[src/rtl/mult_seq_shift_add.sv]
// Sequential shift-and-add multiplier with a start/busy/done handshake.
// Optional two's-complement support is enabled with `define SIGNED_MODE_EN.
module mult_seq_shift_add #(
  parameter int WIDTH = 8
) (
  input  logic               clk,
  input  logic               rst_n,
  input  logic               start,
`ifdef SIGNED_MODE_EN
  input  logic               signed_op,
`endif
  input  logic [WIDTH-1:0]   a,
  input  logic [WIDTH-1:0]   b,
  output logic               busy,
  output logic               done,
  output logic [2*WIDTH-1:0] product
);

  localparam int CW = (WIDTH > 1) ? $clog2(WIDTH) : 1;
  localparam logic [CW-1:0] LAST = CW'(WIDTH - 1);

  typedef enum logic {
    IDLE,
    CALC
  } state_t;

  state_t             state;
  logic [2*WIDTH-1:0] acc;
  logic [2*WIDTH-1:0] ma;
  logic [WIDTH-1:0]   mb;
  logic [CW-1:0]      cnt;
  logic               neg;

  logic [WIDTH-1:0]   a_mag;
  logic [WIDTH-1:0]   b_mag;
  logic               neg_in;
  logic [2*WIDTH-1:0] sum;
  logic [2*WIDTH-1:0] result;

`ifdef SIGNED_MODE_EN
  // Magnitude of the most-negative value is 2^(WIDTH-1),
  // which still fits as an unsigned WIDTH-bit operand.
  always_comb begin
    a_mag  = (signed_op && a[WIDTH-1]) ? WIDTH'(~a + 1'b1) : a;
    b_mag  = (signed_op && b[WIDTH-1]) ? WIDTH'(~b + 1'b1) : b;
    neg_in = signed_op && (a[WIDTH-1] ^ b[WIDTH-1]);
  end
`else
  always_comb begin
    a_mag  = a;
    b_mag  = b;
    neg_in = 1'b0;
  end
`endif

  always_comb begin
    sum    = acc + (mb[0] ? ma : '0);
    result = neg ? (~sum + 1'b1) : sum;
  end

  always_ff @(posedge clk or negedge rst_n) begin
    if (!rst_n) begin
      state   <= IDLE;
      busy    <= 1'b0;
      done    <= 1'b0;
      product <= '0;
      acc     <= '0;
      ma      <= '0;
      mb      <= '0;
      cnt     <= '0;
      neg     <= 1'b0;
    end else begin
      done <= 1'b0;
      unique case (state)
        IDLE: begin
          if (start) begin
            acc   <= '0;
            ma    <= {{WIDTH{1'b0}}, a_mag};
            mb    <= b_mag;
            cnt   <= '0;
            neg   <= neg_in;
            busy  <= 1'b1;
            state <= CALC;
          end
        end
        CALC: begin
          acc <= sum;
          ma  <= ma << 1;
          mb  <= mb >> 1;
          cnt <= cnt + 1'b1;
          if (cnt == LAST) begin
            product <= result;
            done    <= 1'b1;
            busy    <= 1'b0;
            state   <= IDLE;
          end
        end
        default: state <= IDLE;
      endcase
    end
  end

endmodule

[config.mk]
export PLATFORM = sky130hd
export DESIGN_NAME = mult_seq_shift_add
export DESIGN_NICKNAME = d
export VERILOG_FILES = /design/src/rtl/mult_seq_shift_add.sv
export SDC_FILE = /design/constraint.sdc
export NUM_CORES = 1
export LEC_CHECK = 0
export CAP_MARGIN = 20
export CORE_ASPECT_RATIO = 1.2
export CORE_MARGIN = 8
export CORE_UTILIZATION = 60
export DETAILED_ROUTE_END_ITERATION = 12
export PLACE_DENSITY = 0.85
export SYNTH_ARGS = -nofsm -noshare
export SYNTH_HDL_FRONTEND = slang
export SYNTH_SLANG_ARGS = --single-unit
[constraint.sdc]
create_clock -name clk -period 7.05 [get_ports clk]
set_input_delay 1.41 -clock clk [delete_from_list [all_inputs] [get_ports clk]]
set_output_delay 1.41 -clock clk [all_outputs]
set_load 0.02 [all_outputs]
After elaboration in Yosys (flattened, before gate mapping):

Index checks and enable logic that the tools add are counted.

* $add $sub $neg: 2
* muxes and demuxes: 17
* bitwise operators: 1
* equality and inequality tests: 3
* reduce and logical (&&, ||, !) cells: 2

Operators with widths (number)
* $pmux 16 s2: 2
* $mux 16: 3
* $add 16x16->16: 1
* $pmux 8 s2: 1
* $mux 8: 1
* $mux 1: 6
* $pmux 3 s2: 1
* $pmux 1 s2: 2
* $reduce_and 2->1: 2
* $add 3x1->3 const B: 1
* $eq 3x3->1 const B: 1
* $mux 3: 1
* $ne 2x1->1 const B: 1
* $ne 2x2->1 const B: 1
* $not 1->1: 1

* input bits: 19
* register bits: 62
* output and inout port bits: 18
* logic and storage cells: 33

Logic depth before layout (Yosys ltp):

* depth in word-level cells: 3
* mapped depth: 10
* gate-level depth less buffers: 9

Least setup slack after synthesis:

No wires, ideal clock.

* path type: reg2reg
* start: reg mb[0]
* end: reg product[12]
* data required time: 6.925 ns
* clock period less this slack: 2.558 ns
* cell stages (with the launch flop): 11
* arrival time: 2.433 ns
* path slack: 4.492 ns
* path buffers: 1
* setup time: 0.125 ns
* path through: dfrtp_1 clkbuf_1 and2_1 ha_1 fa_1 a21oi_1 o221ai_1 a31oi_1 o21ai_0 xor2_1 mux2_2

* longest elaborated chain between the ends: 2

RTL lines
* start: declaration: line 30 `logic [WIDTH-1:0] mb;`
* start signal: assignment: line 79 `mb <= b_mag;`
* start signal: assignment: line 89 `mb <= mb >> 1;`
* $mux 16: line 57 `sum = acc + (mb[0] ? ma : '0);`
* $add 16x16->16: line 57
* end signal: assignment: line 92 `product <= result;`
* end: declaration: line 16 `output logic [2*WIDTH-1:0] product`

No other way between the ends.
A chain may end at the register's enable or synchronous reset.

Worst setup path in the final report:

* start: reg mb[0]
* end: reg product[14]

Same word-level chain as after synthesis.

==> summary.txt <==
Hold path
  • HP Class: register to register
  • WHS Endpoint: mb[4]
  • Worst Hold Path Cells: 2
  • HP Start: mb[5]

Routing
  • Drt via density: 5.802
  • Drt drc: 0
  • Initial DRT Pass Iterations: 4
  • Final wirelength: just under 7000 µm
  • WL per Instance: 16.26 µm
  • Via count: 2408
  • ANT nets after route: 0
  • DRT iter0 DRCs: between 200 and 250

Finish
  • Fin util: 72.99%
  • # fillers: 367
  • Nets: just under 400
  • Commonest cells after routing, fill and taps aside: dfrtp_1, nand2_1, clkdlybuf4s50_1
  • Area of the multi-input gates: 0.001546 mm²
  • Layout area overhead: 19.44%
  • Leading cell type in the layout, fill and taps excluded: dfrtp_1
  • FF+latch area: 0.001551 mm²
  • Ratio of cells with drive above 1 in the final layout: between 10% and 20%
  • Antenna cells: 0

Global route
  • Via count of the first global-routing pass: 2510
  • Total GRT Usage: a little under a fifth
  • Antenna violations before repair: 0
  • Pin count of the biggest net entering global routing: 63
  • First-pass GRT wire length: 11520 µm
  • GRT Residual Overflow: 0

Timing
  • Fin crit share: 40.93%
  • Actual slew at the worst max-slew pin: 0.7619 ns
  • Skew final: 0.01018 ns
  • Period minus WS final: 2.886 ns
  • Max-slew violation count: 0
  • Fin. Hold Viols: 0
  • Max-slew headroom at the worst pin: 49.20%
  • Setup TNS: 0 ns
  • Maximum clock rate: ~350 MHz
  • Setup violators final: 0
  • RSZ-0062 raised after global routing: no

Die
  • Row cnt: 29
  • Width of the chip: 82.60 µm
  • Core Area: 0.005225 mm²
  • I/O Pins: 37
  • Die Y: around 96 µm
  • Initial Util: 61.11%
  • Die area: 0.007922 mm²

Place
  • # port buffers: 36
  • GP Congestion: 0.8645
  • HPWL Detailed: between 4000 and 5000 µm

Run status
  • Status: finished clean

Setup path
  • FF-to-FF path depth: 9
  • R2r setup slk: 4.16 ns
  • Setup crit end kind: register
  • WP data required: 7.27 ns
  • Crit path max fanout: 17
  • R2R Path End: product[14]
  • Worst setup SP type: register
  • RR Startpoint: mb[0]
  • Worst Setup SP: mb[0]
  • Critical path type: register to register
  • CP Data Arrival Time: 3.11 ns

Clock network
  • # clock sinks: 62
  • CTS buffer count: 9
  • Hold buffers post-CTS: 0
  • # resized after CTS: 0
  • Clk slew on worst S/H paths: approximately 0.070 ns
  • Longest Clk Path Bufs: 2
  • Clock Latency Late Sink: 0.34 ns
  • CTS H-tree depth: 3
  • TritonCTS clock tree: built
  • Clock root cell: clkbuf_8
  • Postcts setup bufs: 0

Logic synthesis
  • Mapped Area: 0.003193 mm²
  • Post-Syn Instances: 312
  • Synthesized flop and latch total: 62
  • Synth Warn #: 0
  • EDFF count, synth: 0
  • Post-synthesis net count: 349
  • Mean Syn Cell Area: 10.23 µm²
  • Cell variety after synth: 38
  • Register area share after synthesis: between 40% and 50%
  • Top_reg_cell synth: dfrtp_1
  • Ys async rst share: 100.0%

Flow run
  • Max cap viols: 0

Pwr
  • Power Density: ~400 mW/mm²
  • VDD IR-drop max: 213.9 µV
  • LEAKAGE: 0.001817 µW
## report_power, final
group	switching, µW	internal, µW	total, µW
Combinational	343	283	626
Clock	133	201	333
Sequential	93.6	498	592
## how the worst max path moves through the flow
stage | endpoint | cells past startpoint | slack, ns
detailed placement | acc[8] | 5 | 3.89
global route | product[12] | 9 | 4.10
floorplan | product[12] | 10 | 4.49
global placement | acc[3] | 5 | 3.94
finish | product[14] | 9 | 4.16
CTS | product[12] | 9 | 4.18
## stage by stage
| step | hold slack (ns) | worst slack (ns) | cells | power [µW] | cell area, µm² |
|---|---|---|---|---|---|
| 2_1_floorplan | 0.4523 | 4.492 | 312 | 1008 | 3193 |
| 3_3_place_gp | 0.4651 | 3.945 | 399 | 1188 | 3595 |
| 3_5_place_dp | 0.4711 | 3.892 | 399 | 1221 | 3595 |
| 4_1_cts | 0.4846 | 4.181 | 415 | 1557 | 3814 |
| 5_1_grt | 0.5025 | 4.102 | 415 | 1655 | 3814 |
| 6_report | 0.4863 | 4.164 | 415 | 1551 | 3814 |
## cells by family after synthesis
group           after synthesis  synth area share [%]
xor+xnor                     12                 3.292
mux                          28                 9.248
simple gates                 89                 12.93
fa+ha+maj                    18                 7.288
buf+inv                      24                 2.978
compound gates               79                 15.67
flops                        62                 48.59
## critical path, cell delays in order, from the launching register on
cell      delay, ns
dfrtp_1        0.53
and2_1         0.23
ha_1           0.21
fa_1           0.41
a21oi_1        0.20
o221ai_1       0.25
a21oi_1        0.30
o21ai_0        0.17
xor2_1         0.18
mux2_2         0.29
## synth_stat cells, drive strengths merged (9+ instances only)
cell type  instances  area share (%)
dfrtp             62              49
nand2             44             5.3
o21ai             32             5.0
a21oi             17             2.8
and2              17             3.3
ha                17             6.7
a22o              16             4.4
mux2i             16             5.0
mux2              12             4.2
nor2              11             1.3
clkbuf             9             1.1
inv                9             1.1
## state kept, by name, summed over array words and instances, names as in the netlist
name,count
acc,16
busy,1
cnt,3
done,1
ma,16
mb,8
product,16
state,1
## metal layers
metal,up-vias,track usage (%),share of wire (%)
li1,1170,-,-
met1,1144,24.08,44
met2,79,29.63,47
met3,15,3.738,5.6
met4,0,11.82,2.7
met5,-,0,0
## final cells by class
cell class                 count  share of cell area, %
sequential                    62                  40.68
multi-input combinational    226                  40.55
timing repair buffer          40                  10.10
clock buffer                  13                  4.692
tap                           62                  2.034
clock inverter                 3                  1.050
inverter                       9                 0.8858
(Power assumes the default switching activity.)
